## src/rtl/hand_scorer_pkg.sv

```systemverilog
// Shared phase/result encodings and scoring defaults for the blackjack hand scorer.
package hand_scorer_pkg;

  localparam int DEALER_STAND_DEF = 17;
  localparam int TARGET_DEF       = 21;

  typedef enum logic [2:0] {
    PH_IDLE    = 3'd0,
    PH_DEAL_P1 = 3'd1,
    PH_DEAL_D1 = 3'd2,
    PH_DEAL_P2 = 3'd3,
    PH_DEAL_D2 = 3'd4,
    PH_PLAYER  = 3'd5,
    PH_DEALER  = 3'd6,
    PH_DONE    = 3'd7
  } phase_e;

  typedef enum logic [1:0] {
    RES_NONE   = 2'b00,
    RES_PLAYER = 2'b01,
    RES_DEALER = 2'b10,
    RES_PUSH   = 2'b11
  } result_e;

  // Final outcome once the dealer has stopped; the player is known not to be bust here.
  function automatic result_e settle(input logic [4:0] p, input logic [4:0] d, input logic d_bust);
    result_e r;
    if (d_bust || p > d) r = RES_PLAYER;
    else if (d > p)      r = RES_DEALER;
    else                 r = RES_PUSH;
    return r;
  endfunction

endpackage

```

## src/rtl/hand_scorer_accum.sv

```systemverilog
// One hand: hard sum plus ace flag, producing the soft-adjusted total and bust flag.
module hand_accum
  import hand_scorer_pkg::*;
#(
  parameter int TARGET = TARGET_DEF
) (
  input  logic       clk_i,
  input  logic       rst_ni,
  input  logic       clear_i,
  input  logic       add_i,
  input  logic [3:0] card_i,
  output logic [4:0] total_o,
  output logic       bust_o
);

  // An ace counts 11 only while that keeps the hand at or below TARGET.
  localparam logic [4:0] SOFT_MAX = 5'(TARGET - 10);
  localparam logic [4:0] TGT      = 5'(TARGET);

  logic [4:0] hard_q, hard_d;
  logic       ace_q, ace_d;
  logic [5:0] sum;

  // Next hard sum / ace flag; the sum saturates at 31 so it can never wrap.
  always_comb begin
    sum    = {1'b0, hard_q} + {2'b00, card_i};
    hard_d = hard_q;
    ace_d  = ace_q;
    if (clear_i) begin
      hard_d = '0;
      ace_d  = 1'b0;
    end else if (add_i) begin
      hard_d = sum[5] ? 5'd31 : sum[4:0];
      ace_d  = ace_q | (card_i == 4'd1);
    end
  end

  // Hand state registers.
  always_ff @(posedge clk_i or negedge rst_ni) begin
    if (!rst_ni) begin
      hard_q <= '0;
      ace_q  <= 1'b0;
    end else begin
      hard_q <= hard_d;
      ace_q  <= ace_d;
    end
  end

  assign total_o = (ace_q && hard_q <= SOFT_MAX) ? hard_q + 5'd10 : hard_q;
  assign bust_o  = total_o > TGT;

endmodule

```

## src/rtl/hand_scorer.sv

```systemverilog
// Blackjack round sequencer: deals, player turn, dealer turn, and result.
module hand_scorer
  import hand_scorer_pkg::*;
#(
  parameter int DEALER_STAND = DEALER_STAND_DEF,
  parameter int TARGET       = TARGET_DEF
) (
  input  logic       clk_i,
  input  logic       rst_ni,
  input  logic       deal_i,
  input  logic       hit_i,
  input  logic       stand_i,
  input  logic       card_valid_i,
  input  logic [3:0] card_i,
  output logic       card_req_o,
  output logic       card_turn_o,
  output logic [4:0] player_total_o,
  output logic [4:0] dealer_total_o,
  output logic [2:0] phase_o,
  output logic [1:0] result_o
);

  localparam logic [4:0] STAND = 5'(DEALER_STAND);
  localparam logic [4:0] TGT   = 5'(TARGET);

  phase_e     state_q;
  result_e    result_q;
  logic       req_q, pend_q, turn_q;
  logic [4:0] p_total, d_total;
  logic       p_bust, d_bust;
  logic       card_ok, acc, clr;

  // Out-of-range card codes are dropped; the request simply stays pending.
  assign card_ok = (card_i != 4'd0) && (card_i <= 4'd10);
  assign acc     = pend_q && card_valid_i && card_ok;
  assign clr     = (state_q == PH_IDLE || state_q == PH_DONE) && deal_i;

  hand_accum #(.TARGET(TARGET)) u_player (
    .clk_i(clk_i), .rst_ni(rst_ni), .clear_i(clr), .add_i(acc && !turn_q),
    .card_i(card_i), .total_o(p_total), .bust_o(p_bust)
  );

  hand_accum #(.TARGET(TARGET)) u_dealer (
    .clk_i(clk_i), .rst_ni(rst_ni), .clear_i(clr), .add_i(acc && turn_q),
    .card_i(card_i), .total_o(d_total), .bust_o(d_bust)
  );

  // Round FSM; card_req is a one-cycle strobe raised on the edge that opens a draw.
  always_ff @(posedge clk_i or negedge rst_ni) begin
    if (!rst_ni) begin
      state_q  <= PH_IDLE;
      result_q <= RES_NONE;
      req_q    <= 1'b0;
      pend_q   <= 1'b0;
      turn_q   <= 1'b0;
    end else begin
      req_q <= 1'b0;
      case (state_q)
        PH_IDLE, PH_DONE: if (deal_i) begin
          state_q  <= PH_DEAL_P1;
          result_q <= RES_NONE;
          req_q    <= 1'b1;
          pend_q   <= 1'b1;
          turn_q   <= 1'b0;
        end
        PH_DEAL_P1: if (acc) begin
          state_q <= PH_DEAL_D1;
          req_q   <= 1'b1;
          turn_q  <= 1'b1;
        end
        PH_DEAL_D1: if (acc) begin
          state_q <= PH_DEAL_P2;
          req_q   <= 1'b1;
          turn_q  <= 1'b0;
        end
        PH_DEAL_P2: if (acc) begin
          state_q <= PH_DEAL_D2;
          req_q   <= 1'b1;
          turn_q  <= 1'b1;
        end
        PH_DEAL_D2: if (acc) begin
          state_q <= PH_PLAYER;
          pend_q  <= 1'b0;
          turn_q  <= 1'b0;
        end
        // Totals are evaluated only with no draw outstanding, so they are current.
        PH_PLAYER: begin
          if (pend_q) begin
            if (acc) pend_q <= 1'b0;
          end else if (p_bust) begin
            state_q  <= PH_DONE;
            result_q <= RES_DEALER;
          end else if (p_total == TGT || stand_i) begin
            state_q <= PH_DEALER;
          end else if (hit_i) begin
            req_q  <= 1'b1;
            pend_q <= 1'b1;
            turn_q <= 1'b0;
          end
        end
        PH_DEALER: begin
          if (pend_q) begin
            if (acc) pend_q <= 1'b0;
          end else if (d_total < STAND) begin
            req_q  <= 1'b1;
            pend_q <= 1'b1;
            turn_q <= 1'b1;
          end else begin
            state_q  <= PH_DONE;
            result_q <= settle(p_total, d_total, d_bust);
          end
        end
      endcase
    end
  end

  assign card_req_o     = req_q;
  assign card_turn_o    = turn_q;
  assign player_total_o = p_total;
  assign dealer_total_o = d_total;
  assign phase_o        = state_q;
  assign result_o       = result_q;

endmodule

```

## config.mk

```make
export PLATFORM = sky130hd
export DESIGN_NAME = hand_scorer
export DESIGN_NICKNAME = d
export VERILOG_FILES = /design/src/rtl/hand_scorer_pkg.sv /design/src/rtl/hand_scorer_accum.sv /design/src/rtl/hand_scorer.sv
export SDC_FILE = /design/constraint.sdc
export NUM_CORES = 1
export LEC_CHECK = 0
export ABC_AREA = 1
export BUFFER_PORTS_ARGS = -buffer_cell sky130_fd_sc_hd__clkbuf_2
export CORE_ASPECT_RATIO = 0.7
export CORE_MARGIN = 1
export CORE_UTILIZATION = 40
export CTS_BUF_LIST = sky130_fd_sc_hd__clkbuf_4 sky130_fd_sc_hd__clkbuf_8
export DETAILED_ROUTE_END_ITERATION = 7
export HOLD_SLACK_MARGIN = 0.12
export SLEW_MARGIN = 20
export SYNTH_ARGS = -nofsm -noshare
export SYNTH_HDL_FRONTEND = slang
export SYNTH_SLANG_ARGS = --single-unit
```

## constraint.sdc

```tcl
create_clock -name clk_i -period 2.1 [get_ports clk_i]
set_input_delay 0.42 -clock clk_i [delete_from_list [all_inputs] [get_ports clk_i]]
set_output_delay 0.42 -clock clk_i [all_outputs]
set_load 0.05 [all_outputs]
```

==> qor.csv, run 1 <==
stage,metric,value,unit
routing,vias per cell,4.99,
die,Core Area,0.00453,mm²
setup_path,Worst R2R Start,u_dealer.hard_q[2],
sta,Final setup viols,10,
clocking,CTS root buffer,clkbuf_8,
routing,initial DRC count,114,
place,Place WS,-196,ps
finish,share of cells above drive strength 1,0.463,
sta,Worst-Margin Slew,549,ps
finish,Fill cells,379,
synth,sequential area share after synthesis,0.255,
setup_path,CP cell instances,"inv_2, ha_4, nand3_2, nand2_2, nand2_4, nand2_4, nand2_2, nand2_2, clkinvlp_4, ha_4, a21oi_2, o21ai_2, a221oi_2, a21oi_2, nand3_1, nand2_1, nand3_1, nand2_1",
pwr,Sw Ratio,0.502,
synth,Syn Area/Cell,7.31,µm²
finish,layout overhead on the synthesized area,52.1,%
die,io pins,27,
pwr,Int Pwr,0.00247,W
clocking,later-pin clock latency in the skew report,260,ps
die,Die X,85.7,µm
hold_path,Hold WC Path Type,input pin to asynchronous set/reset pin,
run_status,status,"complete, but fails checks",
setup_path,CP Class,register to register,
clocking,clock sinks,20,
pwr,Psw,0.00248,W
routing,DR DRC count,0,
routing,DRT Wirelength,5630,µm
setup_path,Worst Path Max Fanout,4,
routing,Routed Antenna Nets,0,
setup_path,required time of the critical path,2260,ps
sta,Final Skew,1.85,ps
synth,Synth Register Bits,20,
setup_path,CP arrival,2440,ps
finish,# nets final,371,
synth,count of cell types in the netlist,36,
setup_path,CP max stage delay,390,ps
place,placed insts,387,
finish,fin cells,407,
synth,Ys Warns,0,
sta,RSZ-0062 raised after global routing,yes,
sta,final hold slack,125,ps
routing,Vias,2031,
finish,Inserted Diodes,0,
sta,Final Hold Violating Endpoints,0,
clocking,CTS buffer count,3,
place,gpl congestion,0.820,
die,die area,0.00519,mm²
pwr,Sequential Power Share,0.143,
die,starting density of the core,0.433,
global_routing,antenna violations before repair,0,
sta,Tcrit/Tclk final,1.08,
sta,setup ws final,-177,ps
clocking,CTS tree,done,
sta,Max-slew headroom,0.634,
pwr,Power Density,1660,mW/mm²
sta,Slew Limit Fails,0,
pwr,Comb power frac,0.777,
place,port bufs,26,
global_routing,vias in the first global route,1825,
die,Die Y-Extent,60.6,µm
pwr,VDD IR max,0.623,mV
place,post-DP HPWL,4200,µm
setup_path,CP startpoint,u_dealer.hard_q[2],
clocking,Clock transition at path regs,80,ps
place,placed inst area,0.00243,mm²
pwr,Pleak,1.51,nW
synth,post-synthesis cell count,268,
run_status,failing checks,negative setup slack,
clocking,H-tree depth,1,
global_routing,gr usage total,0.223,
routing,drt wl/cell,13.8,µm
setup_path,crit path max-delay cell type,dfrtp_1,
die,row count,20,
finish,design area,0.00298,mm²
setup_path,CP dominant cell by count,nand2_2,
clocking,Max clock buf depth,2,
flow_run,Max Cap Violations,0,
pwr,Clk pwr share,0.081,
global_routing,global route overflow,0,
global_routing,largest net degree at the start of global routing,21,
global_routing,first-pass GRT wire length,8940,µm
setup_path,CP endpoint kind,register,
setup_path,Worst setup SP type,register,
synth,Post-Syn Area,0.00196,mm²
routing,Pre-antenna DRT Iters,4,
sta,Highest Clock Rate,439,MHz
synth,synthesized net count,297,
sta,post-layout min period,2280,ps
timing repair:
| item | in CTS | in global routing |
|---|---|---|
| resized for setup | 40 | 43 |
| setup buffers | 9 | 8 |
| hold buffers | 0 | 0 |
| pin swaps | 11 | 19 |
| endpoints found under the hold margin | 0 | 0 |
| endpoints found under the setup margin | 10 | 26 |
cell families after synthesis:
group	synth area share
simple gates	0.330
buf+inv	0.116
compound gates	0.161
flops	0.255
fa+ha+maj	0.129
xor+xnor	0.00894
synthesized netlist by cell type:
master / n / area share
nand2_4: 3 / 0.017
or2_2: 3 / 0.0096
nor2_4: 4 / 0.023
inv_1: 40 / 0.077
nand3_1: 18 / 0.046
a21oi_1: 13 / 0.033
a31oi_2: 1 / 0.0064
nand4_1: 6 / 0.019
nand3_2: 4 / 0.020
and2_1: 1 / 0.0032
xor2_1: 2 / 0.0089
a221oi_1: 1 / 0.0045
nor4_4: 1 / 0.011
nand2_1: 52 / 0.10
fa_1: 2 / 0.020
clkinv_1: 1 / 0.0019
nand2_2: 8 / 0.026
o21ai_0: 17 / 0.043
bufinv_8: 1 / 0.0089
ha_1: 17 / 0.11
o211ai_1: 1 / 0.0038
nand4_2: 2 / 0.013
a21oi_2: 2 / 0.0089
nor2_1: 16 / 0.031
nor2_2: 3 / 0.0096
inv_2: 9 / 0.017
inv_4: 1 / 0.0032
a31oi_1: 1 / 0.0032
o21ai_2: 4 / 0.018
nor3_1: 1 / 0.0026
o21a_1: 2 / 0.0077
buf_4: 2 / 0.0077
o22ai_1: 5 / 0.016
dfrtp_1: 20 / 0.26
o21ai_1: 3 / 0.0077
a21oi_4: 1 / 0.0083
worst max-delay path: cells and delay by family (launching register included):
kind | cells | cell delay, ps
and+or+nand+nor | 10 | 690
AOI/OAI and AO/OA | 4 | 540
DFF | 1 | 390
adders and majority gates | 2 | 380
buffers and inverters | 2 | 190
state kept, by name (all words and copies together) (netlist names):
name,count
u_player.hard_q,5
result_o,2
u_dealer.ace_q,1
card_req_o,1
u_player.ace_q,1
pend_q,1
card_turn_o,1
phase_o,3
u_dealer.hard_q,5
power by group through the flow:
stage	clock network [W]	logic (W)	registers [W]
5_1_grt	0.000427	0.00417	0.000734
3_5_place_dp	0	0.00304	0.000699
3_3_place_gp	0	0.00303	0.000694
6_report	0.000399	0.00385	0.000707
2_1_floorplan	0	0.00201	0.000886
4_1_cts	0.000406	0.00345	0.000696
final timing paths:
check,slack [ps],depth (start not counted),end
setup reg to reg,-180,18,result_o[1]
min in group clk_i,480,2,result_o[1]
max in group asynchronous,1580,1,u_player.hard_q[1]
hold / removal,120,1,result_o[1]
hold reg to reg,480,2,result_o[1]
setup / recovery,-180,18,result_o[1]
cell usage in the layout (no fill, tap or decap), drive strengths merged, types with 2 or more instances in the layout:
master / Yosys / final
nand2: 63 / 63
inv: 50 / 49
buf: 2 / 47
clkbuf: 0 / 27
o21ai: 24 / 24
nor2: 23 / 23
nand3: 22 / 22
dfrtp: 20 / 20
ha: 17 / 17
a21oi: 16 / 16
nand4: 8 / 8
o22ai: 5 / 5
or2: 3 / 3
xor2: 2 / 2
a31oi: 2 / 2
o21a: 2 / 2
fa: 2 / 2
bufinv: 1 / 2
stage by stage:
stage,setup TNS [ps],total power [W],utilization
final,-867,0.00495,0.658
after global routing,-2130,0.00534,0.658
after CTS,-515,0.00456,0.614
after detailed placement,-356,0.00374,0.536
after global placement,-225,0.00372,0.536
after floorplan,-782,0.00290,-
metal layers:
layer,wire length [µm],GRT usage,up-vias
met5,0,0,-
met3,243,0.0327,4
met1,2930,0.344,952
met2,2410,0.341,44
met4,44,0.0214,0
li1,-,-,1031
final cells by class:
type / count / area (µm²) / share of cell area
sequential: 20 / 503 / 0.169
multi-input combinational: 194 / 1440 / 0.484
clock inverter: 1 / 30.0 / 0.0101
clock buffer: 3 / 41.3 / 0.0139
inverter: 52 / 225 / 0.0756
tap: 66 / 82.6 / 0.0277
timing repair buffer: 71 / 657 / 0.220
No activity file was read; power rests on OpenSTA's default activity.
==> run 2: changes to the inputs <==
SKIP_CTS_REPAIR_TIMING = 1   (was not set)
==> qor.csv, run 2 (synthesis results as in run 1) <==
stage,metric,value,unit,change
sta,Max-slew headroom,0.631,,-0.00298
global_routing,vias in the first global route,1710,,-6.3%
run_status,status,"complete, but fails checks",,
finish,"commonest non-fill, non-tap cell in the layout",nand2_1,,
global_routing,global route overflow,0,,unchanged
place,placed insts,387,,unchanged
finish,share of cells above drive strength 1,0.434,,-0.0292
routing,DR DRC count,0,,unchanged
routing,Vias,1952,,-3.9%
sta,Tcrit/Tclk final,1.07,,-0.0103
setup_path,crit path max-delay cell type,dfrtp_2,,
finish,Inserted Diodes,0,,unchanged
place,port bufs,26,,unchanged
clocking,Max clock buf depth,2,,unchanged
routing,initial DRC count,99,,-13%
routing,Routed Antenna Nets,0,,unchanged
clocking,CTS tree,done,,
sta,post-layout min period,2260,ps,-21.5 ps
routing,drt wl/cell,13.7,µm,-1.2%
sta,Final Skew,4.68,ps,+2.83 ps
place,gpl congestion,0.820,,unchanged
sta,RSZ-0062 raised after global routing,yes,,
pwr,Power Density,1660,mW/mm²,-0.39%
clocking,later-pin clock latency in the skew report,260,ps,about the same
clocking,CTS root buffer,clkbuf_8,,
clocking,clock sinks,20,,unchanged
setup_path,CP max stage delay,450,ps,+60 ps
die,io pins,27,,unchanged
flow_run,Max Cap Violations,0,,unchanged
finish,most frequent cells in the layout,"45 x nand2_1, 36 x inv_1, 31 x buf_4",,
setup_path,required time of the critical path,2290,ps,+30 ps
pwr,Pleak,1.43,nW,-5.3%
routing,Pre-antenna DRT Iters,4,,unchanged
sta,Final setup viols,7,,-3
finish,layout overhead on the synthesized area,44.1,%,
setup_path,CP Class,register to register,,
global_routing,first-pass GRT wire length,8320,µm,-6.9%
clocking,H-tree depth,1,,unchanged
die,Core Area,0.00453,mm²,unchanged
sta,Worst-Margin Slew,553,ps,+4.47 ps
routing,vias per cell,4.88,,-2.2%
finish,fin cells,400,,-1.7%
die,starting density of the core,0.433,,unchanged
setup_path,CP cell instances,"ha_4, nand3_2, nand2_1, nand2_2, buf_4, nand3_1, nand2_1, inv_1, ha_1, nand2_1, o21ai_1, a221oi_2, a21oi_2, nand3_1, nand2_1, o21ai_1",,
setup_path,CP endpoint kind,register,,
clocking,CTS buffer count,3,,unchanged
global_routing,largest net degree at the start of global routing,21,,unchanged
hold_path,Hold WC Path Type,input pin to asynchronous set/reset pin,,
setup_path,CP arrival,2450,ps,about the same
clocking,Clock transition at path regs,80,ps,about the same
sta,Highest Clock Rate,443,MHz,+0.95%
global_routing,gr usage total,0.208,,-0.0150
global_routing,antenna violations before repair,0,,unchanged
place,post-DP HPWL,4200,µm,unchanged
setup_path,Worst setup SP type,register,,
pwr,VDD IR max,0.642,mV,+3.0%
die,die area,0.00519,mm²,unchanged
finish,# nets final,364,,-1.9%
setup_path,Worst Path Max Fanout,4,,unchanged
die,Die X,85.7,µm,unchanged
sta,Slew Limit Fails,0,,unchanged
die,Die Y-Extent,60.6,µm,unchanged
setup_path,CP dominant cell by count,nand2_1,,
place,placed inst area,0.00243,mm²,unchanged
routing,DRT Wirelength,5460,µm,-2.9%
sta,Final Hold Violating Endpoints,0,,unchanged
die,row count,20,,unchanged
sta,setup ws final,-156,ps,+21.5 ps
run_status,failing checks,negative setup slack,,
finish,design area,0.00282,mm²,-5.2%
finish,Layout Utilization,0.623,,-0.0345
-- run 2: path summary, 6_finish.rpt --
path	start	to	slack [ps]	cells past startpoint
max	u_dealer.hard_q[1]	result_o[0]	-160	16
min	rst_ni	result_o[1]	130	1
max reg2reg	u_dealer.hard_q[1]	result_o[0]	-160	16
min reg2reg	result_o[1]	result_o[1]	480	2
max in group asynchronous	rst_ni	u_dealer.hard_q[1]	1570	1
min in group clk_i	result_o[1]	result_o[1]	480	2
-- run 2: per-stage QoR --
step	TNS, ps	power (W)	hold WS, ps	setup slack (ps)
after floorplan	-782	0.00290	124	-411
after global placement	-225	0.00372	437	-129
after detailed placement	-356	0.00374	439	-196
after CTS	-1360	0.00415	150	-251
after global routing	-1550	0.00504	161	-285
final	-552	0.00467	129	-156
-- run 2: final cells by class --
class	instances	area, µm²
Inverter	52	223
Sequential cell	20	503
Multi-Input combinational cell	194	1430
Tap cell	66	82.6
Fill cell	392	1710
Timing Repair Buffer	64	518
Clock buffer	3	41.3
Clock inverter	1	30.0
-- run 2: layer usage --
metal / up-vias / global-route usage / routed length [µm]
met5: - / 0 / 0
met4: 0 / 0.0214 / 7
met3: 2 / 0.0327 / 278
met2: 42 / 0.295 / 2280
met1: 891 / 0.336 / 2900
li1: 1017 / - / -
-- run 2: worst max-delay path: cells and delay by family (launching register included) --
kind            cells  cell delay, ps
fa+ha+maj           2             460
buf+inv             2             190
flops               1             450
simple gates        8             560
compound gates      4             520
-- run 2: where the power goes --
part           total (W)  internal, W  switching [W]  leakage (nW)
clock network   0.000398     0.000255       0.000144        0.0357
logic            0.00357      0.00146        0.00211          1.14
registers       0.000707     0.000537       0.000170         0.257
